`src/rtl/imem_pkg.sv`:
```
// Shared constants and types for the instruction-memory responder.
package imem_pkg;

   localparam logic [31:0] NOP_INSN = 32'h0000_0013;

   typedef enum logic {S_LOAD, S_SERVE} imem_state_t;

endpackage

```
`src/rtl/imem_array.sv`:
```
// DEPTH x 32 instruction RAM: one synchronous write port, one synchronous read port.
module imem_array #(
   parameter int unsigned DEPTH = 64,
   parameter int unsigned AW    = $clog2(DEPTH)
) (
   input  logic          clk,
   input  logic          rst,
   input  logic          we,
   input  logic [AW-1:0] waddr,
   input  logic [31:0]   wdata,
   input  logic          re,
   input  logic [AW-1:0] raddr,
   output logic [31:0]   rdata
);

   logic [31:0] mem [DEPTH];

   always_ff @(posedge clk) begin
      if (we) begin
         mem[waddr] <= wdata;
      end
   end

   // Read register only updates on a read, so it doubles as the response hold register.
   always_ff @(posedge clk or posedge rst) begin
      if (rst) begin
         rdata <= '0;
      end else if (re) begin
         rdata <= mem[raddr];
      end
   end

endmodule

```
`src/rtl/imem_server.sv`:
```
// Instruction-memory responder: sequential program load, then 1-cycle PC-driven reads
// over a valid/ready handshake with flush.
module imem_server
   import imem_pkg::*;
#(
   parameter int unsigned DEPTH = 64,
   parameter int unsigned AW    = $clog2(DEPTH)
) (
   input  logic        clk,
   input  logic        reset,
   input  logic        load_valid,
   input  logic [31:0] load_data,
   input  logic        load_last,
   output logic        load_ready,
   output logic        loaded,
   input  logic        req_valid,
   input  logic [31:0] req_addr,
   output logic        req_ready,
   output logic        resp_valid,
   output logic [31:0] resp_data,
   output logic        resp_err,
   input  logic        resp_ready,
   input  logic        flush
);

   localparam logic [AW-1:0] LAST_PTR = AW'(DEPTH - 1);

   imem_state_t   state;
   logic [AW-1:0] load_ptr;
   logic          addr_err;
   logic          accept;
   logic          ram_we;
   logic          ram_re;
   logic [31:0]   ram_rdata;

   // DEPTH is a power of two, so any set bit above the word index is out of range.
   assign addr_err   = (req_addr[1:0] != 2'b00) || (req_addr[31:AW+2] != '0);
   assign load_ready = (state == S_LOAD);
   assign loaded     = (state == S_SERVE);
   assign req_ready  = (state == S_SERVE) && !flush && (!resp_valid || resp_ready);
   assign accept     = req_valid && req_ready;
   assign ram_we     = (state == S_LOAD) && load_valid;
   assign ram_re     = accept && !addr_err;
   assign resp_data  = resp_err ? NOP_INSN : ram_rdata;

   imem_array #(
      .DEPTH(DEPTH),
      .AW   (AW)
   ) u_array (
      .clk  (clk),
      .rst  (reset),
      .we   (ram_we),
      .waddr(load_ptr),
      .wdata(load_data),
      .re   (ram_re),
      .raddr(req_addr[AW+1:2]),
      .rdata(ram_rdata)
   );

   always_ff @(posedge clk or posedge reset) begin
      if (reset) begin
         state      <= S_LOAD;
         load_ptr   <= '0;
         resp_valid <= 1'b0;
         resp_err   <= 1'b0;
      end else begin
         case (state)
            S_LOAD: begin
               if (load_valid) begin
                  if (load_last || load_ptr == LAST_PTR) begin
                     state <= S_SERVE;
                  end else begin
                     load_ptr <= load_ptr + 1'b1;
                  end
               end
            end
            S_SERVE: begin
               if (flush) begin
                  resp_valid <= 1'b0;
               end else if (accept) begin
                  resp_valid <= 1'b1;
                  resp_err   <= addr_err;
               end else if (resp_ready) begin
                  resp_valid <= 1'b0;
               end
            end
            default: state <= S_LOAD;
         endcase
      end
   end

endmodule
```
`config.mk`:
```
export PLATFORM = sky130hd
export DESIGN_NAME = imem_server
export DESIGN_NICKNAME = d
export VERILOG_FILES = /design/src/rtl/imem_pkg.sv /design/src/rtl/imem_array.sv /design/src/rtl/imem_server.sv
export SDC_FILE = /design/constraint.sdc
export NUM_CORES = 2
export LEC_CHECK = 0
export BUFFER_PORTS_ARGS = -buffer_cell sky130_fd_sc_hd__buf_2
export CAP_MARGIN = 15
export CORE_MARGIN = 8
export CORE_UTILIZATION = 67
export DETAILED_ROUTE_END_ITERATION = 8
export MAX_ROUTING_LAYER = met4
export PLACE_DENSITY = 0.84
export SYNTH_ARGS = -nofsm -noshare
export SYNTH_HDL_FRONTEND = slang
export SYNTH_SLANG_ARGS = --single-unit
```
`constraint.sdc`:
```
create_clock -name clk -period 6.45 [get_ports clk]
set_input_delay 1.6125 -clock clk [delete_from_list [all_inputs] [get_ports clk]]
set_output_delay 1.6125 -clock clk [all_outputs]
set_load 0.02 [all_outputs]
```
# After elaboration in Yosys (flattened, before gate mapping)
# Memory sizes are Yosys's and may differ from the RTL's. A register that Yosys moved wholly into a read port is not among the register bits.
# Cells that the tools add are included.
# word_totals
ram_bits	2048
mem_count	1
register_bits	9
inputBits	71
# memory_table
name	words	width	read_ports	rd_clocked_by_memory_dff	wr	line_no	text
u_array.mem	64	32	1	1	1	imem_array.sv:16	logic [31:0] mem [DEPTH];
# classes
n_mux	9
n_reduce_logical	17
addsub	1
eq_ne	1
bitwise	3
# op_table
cell	n
32-bit 2-to-1 mux	1
24-bit nonzero test	1
1-bit 2-to-1 mux	8
6-bit by 1-bit adder with 6-bit output (second input constant)	1
6-bit equality test (second input constant)	1
3-bit AND reduction	2
1-bit logical AND	5
1-bit zero test	3
1-bit logical OR	3
1-bit inverter	3
3-bit nonzero test	1
2-bit AND reduction	1
2-bit nonzero test	1

# Logic depth before layout (Yosys ltp)
# depth
word_depth	6
mapped_depth	10
depth_no_buf	6

# By module
# From an unflattened synthesis, not the netlist that was laid out.
# unflattened
cells_unflattened	3920
area_unflattened_um2	80337.0
# modules_own_cells
module	instances	seq_area_each_um2	cells_per_inst	area_per_inst_um2
imem_array	1	62299.8	3834	79626.4
imem_server	1	225.2	86	710.7

# Least setup slack after synthesis
# No wires, ideal clock.
# synth_path
kind	in2reg
startpoint	input port load_valid
endpoint	memory u_array.mem[59][0] (enable)
path_stages	4
path_buffers	0
required_ns	6.029
slack_ns	2.545
setup_time_ns	0.421
arrival_ns	3.483
cell_sequence	nand2_1 nor2_1 nand3_1 nor2_1
# synth_between
elab_chain_cells	3
# synth_lines
item	line_no	text
start, declared	imem_server.sv:11	input logic load_valid,
1-bit logical AND	imem_server.sv:42	assign ram_we = (state == S_LOAD) && load_valid;
1-bit 2-to-1 mux	imem_array.sv:19	if (we) begin
1-bit 2-to-1 mux (not written as such)	imem_array.sv:20	mem[waddr] <= wdata;
end, declared	imem_array.sv:16	
# Every way passes these cells.

==> results by group <==
Floorplan
  • Die Wd: 362.2 um
  • Die ar.: 131200 um2
  • Io pins: 108
  • Core footprint: 119300 um2
  • Chip height: 362.2 um
  • Row Count: 127
  • Initial Utilization: 67.29%

STA
  • Setup violators final: 0
  • Hold WS: 0.5292 ns
  • Period utilisation layout: 72.94%
  • Clock Skews: 0.03662 ns
  • RSZ-0062 raised after global routing: false
  • Slew HR: 17.52%
  • Slew Limit Fails: 0
  • Worst slew pin tran: 1.237 ns
  • Fmax: 212.6 MHz
  • Tmin final: 4.704 ns
  • Final hold violations: 0
  • Total Negative Setup Slacks: 0 ns
  • Final worst slack: 1.746 ns

Yosys
  • Register area share after synthesis: 77.86%
  • Syn Inst Count: 3729
  • Post-Synth XOR/XNOR Area: 0.05453%
  • Mux share of post-synthesis cell area: 15.17%
  • Synth Area in Compound Gates: 3.227%
  • Mapped Area: 80300 um2
  • Post-synth cell types: 42
  • Post-synth EDFFs: 2048
  • Asr flop ratio synth: 1.963%
  • Ys flop type: edfxtp_1
  • Post-synthesis adder-cell area fraction: 0.01558%
  • Number of synthesized register bits: 2089
  • Largest family of logic cells by synthesized area: multiplexers
  • Mapped Nets: 3801
  • Simple-gate share of the synthesized area: 2.395%
  • Syn Area/Cell: 21.53 um2
  • Synth warn: 0

Route
  • Drt first-iter violations: 7412
  • Final wirelength: 223300 um
  • DR pass1 iterations: 8
  • Via/cell ratio: 7.530
  • DR WL/cell: 38.85 um
  • Antenna Nets Post-Route: 0
  • Via count: 43280
  • Drc violations: 0

Status
  • Status: completed

Power and ir drop
  • Seq pwr share: 54.4%
  • Sw frac: 21.30%
  • Comb pwr share: 4.6%
  • Int Power: 0.02156 W
  • Cell Pwr Density: 304.2 nW/um2
  • Switching power: 0.005834 W
  • Maximum vdd drop: 0.3383 mV
  • Leak: 28.64 nW
  • Clock power frac: 41.0%

Final layout
  • Final Util: 75.47%
  • Area Growth Syn to Fin: 12.15%
  • Fraction of layout cells with a size suffix above 1: 29.59%
  • Post-route insts no fill: 5748
  • Most common cell after layout, fill and taps aside: edfxtp_1
  • Total Nets Final: 4035
  • Most frequent cells in the layout: 2048 x edfxtp_1, 416 x mux4_2, 197 x clkbuf_16

CTS
  • Bufs on Longest Clock Path: 3
  • CTS Hold Bufs: 0
  • Postcts setup bufs: 0
  • CTS Sinks: 2089
  • Clk slew on worst S/H paths: 0.06 ns
  • H-tree depth: 4
  • Root Driver: clkbuf_16
  • CTS buffer count: 194
  • CTS tree: done
  • Post-cts gate resize count: 0
  • Worst-Skew Late Latency: 0.81 ns

Run
  • MaxCap Viol Count: 0

GRT
  • Initial antenna violation count: 20
  • Global-route wire length before repair: 313000 um
  • GRT Residual Overflow: 0
  • Pin count of the biggest net entering global routing: 100
  • Gr usage total: 34.65%
  • Vias in the first global route: 44110

Worst setup path
  • Critical Path Fanout Max: 99
  • Worst Setup Path Type: in2reg
  • Worst reg2reg setup slack: 2.69 ns
  • CP startpoint kind: input pin
  • Crit. End Element: register
  • Worst Path Arrival: 5.35 ns
  • WP data required: 7.09 ns

Place
  • Dpl cells: 5363
  • Pre-CTS setup slack: 1.170 ns
  • Port bufs: 107
  • DPL Wire Length: 113500 um
  • Final Wtd Congestion: 0.8282

Worst hold path
  • Hold WC Path Type: reg2reg
==> Yosys cell counts, drive strengths merged, types with 3 or more instances <==
| cell type | number | area, um2 |
|---|---|---|
| nor2b | 99 | 619.3 |
| a21oi | 33 | 165.2 |
| a22o | 64 | 560.5 |
| a22oi | 64 | 480.5 |
| inv | 3 | 11.26 |
| o22ai | 64 | 400.4 |
| mux2i | 64 | 640.6 |
| clkbuf | 132 | 495.5 |
| and3 | 34 | 212.7 |
| nand3 | 6 | 30.03 |
| or2 | 4 | 25.02 |
| edfxtp | 2048 | 61500 |
| nand2 | 14 | 55.06 |
| nor3 | 65 | 325.3 |
| o21ai | 96 | 480.5 |
| nor4 | 6 | 37.54 |
| or4 | 32 | 240.2 |
| dfrtp | 41 | 1026 |
| buf | 90 | 515.5 |
| a211oi | 64 | 480.5 |
| mux4 | 416 | 9369 |
| mux2 | 193 | 2173 |
| nand3b | 3 | 22.52 |
| xnor2 | 3 | 26.28 |
| nor2 | 74 | 277.8 |
==> final cells by class <==
class                           instances  area [um2]
Tap cell                             1612        2017
Clock inverter                        110       970.9
Timing Repair Buffer                  260        2074
Sequential cell                      2089       62530
Antenna cell                           16       40.04
Multi-Input combinational cell       1415       17270
Fill cell                            5743       29280
Inverter                                3       11.26
Clock buffer                          243        5152
==> worst max-delay path, cell delays in order <==
cell     delay, ns
buf_8         0.63
buf_4         0.75
mux2_2        0.41
o21ai_0       0.20
nor3_1        0.13
or4_1         0.73
mux2i_1       0.65
o21ai_1       0.10
==> power by group through the flow <==
stage	Combinational [W]	Sequential, W	Clock [W]
2_1_floorplan	0.000644	0.0152	0
3_3_place_gp	0.00114	0.0152	0
3_5_place_dp	0.00118	0.0152	0
4_1_cts	0.00121	0.0149	0.0112
5_1_grt	0.00130	0.0149	0.0117
6_report	0.00127	0.0149	0.0112
==> registers in the layout, summed over array words and instances, names as in the netlist <==
signal         cells
load_ptr           6
loaded             1
resp_err           1
resp_valid         1
u_array.mem     2048
u_array.rdata     32
==> cell families (layout without fill, tap and decap cells) <==
group / count (synthesis) / count (layout)
flip-flops: 2089 / 2089
AO/OA/AOI/OAI: 388 / 388
buffers and inverters: 225 / 616
multiplexers: 673 / 673
adder cells (fa/ha/maj): 1 / 1
AND/OR/NAND/NOR: 348 / 348
XOR/XNOR: 5 / 5
other: 0 / 16
==> final timing paths <==
check,from,end,cells after the start
min,u_array.rdata[20],u_array.rdata[20],2
min in group asynchronous,reset,loaded,2
max in group asynchronous,reset,load_ptr[4],3
min reg2reg,u_array.rdata[20],u_array.rdata[20],2
max reg2reg,loaded,u_array.mem[19][3],6
max,req_addr[4],u_array.rdata[26],8
==> layer usage <==
metal / wire [um] / global-route usage [%] / up-vias
li1: - / - / 16140
met1: 70050 / 41.79 / 21870
met2: 107600 / 53.66 / 4340
met3: 30830 / 9.408 / 935
met4: 14840 / 19.49 / 0
met5: 0 / - / -
==> through the flow <==
| stage | instance area, um2 | total power (W) |
|---|---|---|
| after floorplan | 80300 | 0.01583 |
| after global placement | 83580 | 0.01633 |
| after detailed placement | 83580 | 0.01637 |
| after CTS | 89700 | 0.02735 |
| after global routing | 90060 | 0.02790 |
| final | 90060 | 0.02740 |
Power figures use the tool's default switching activity.
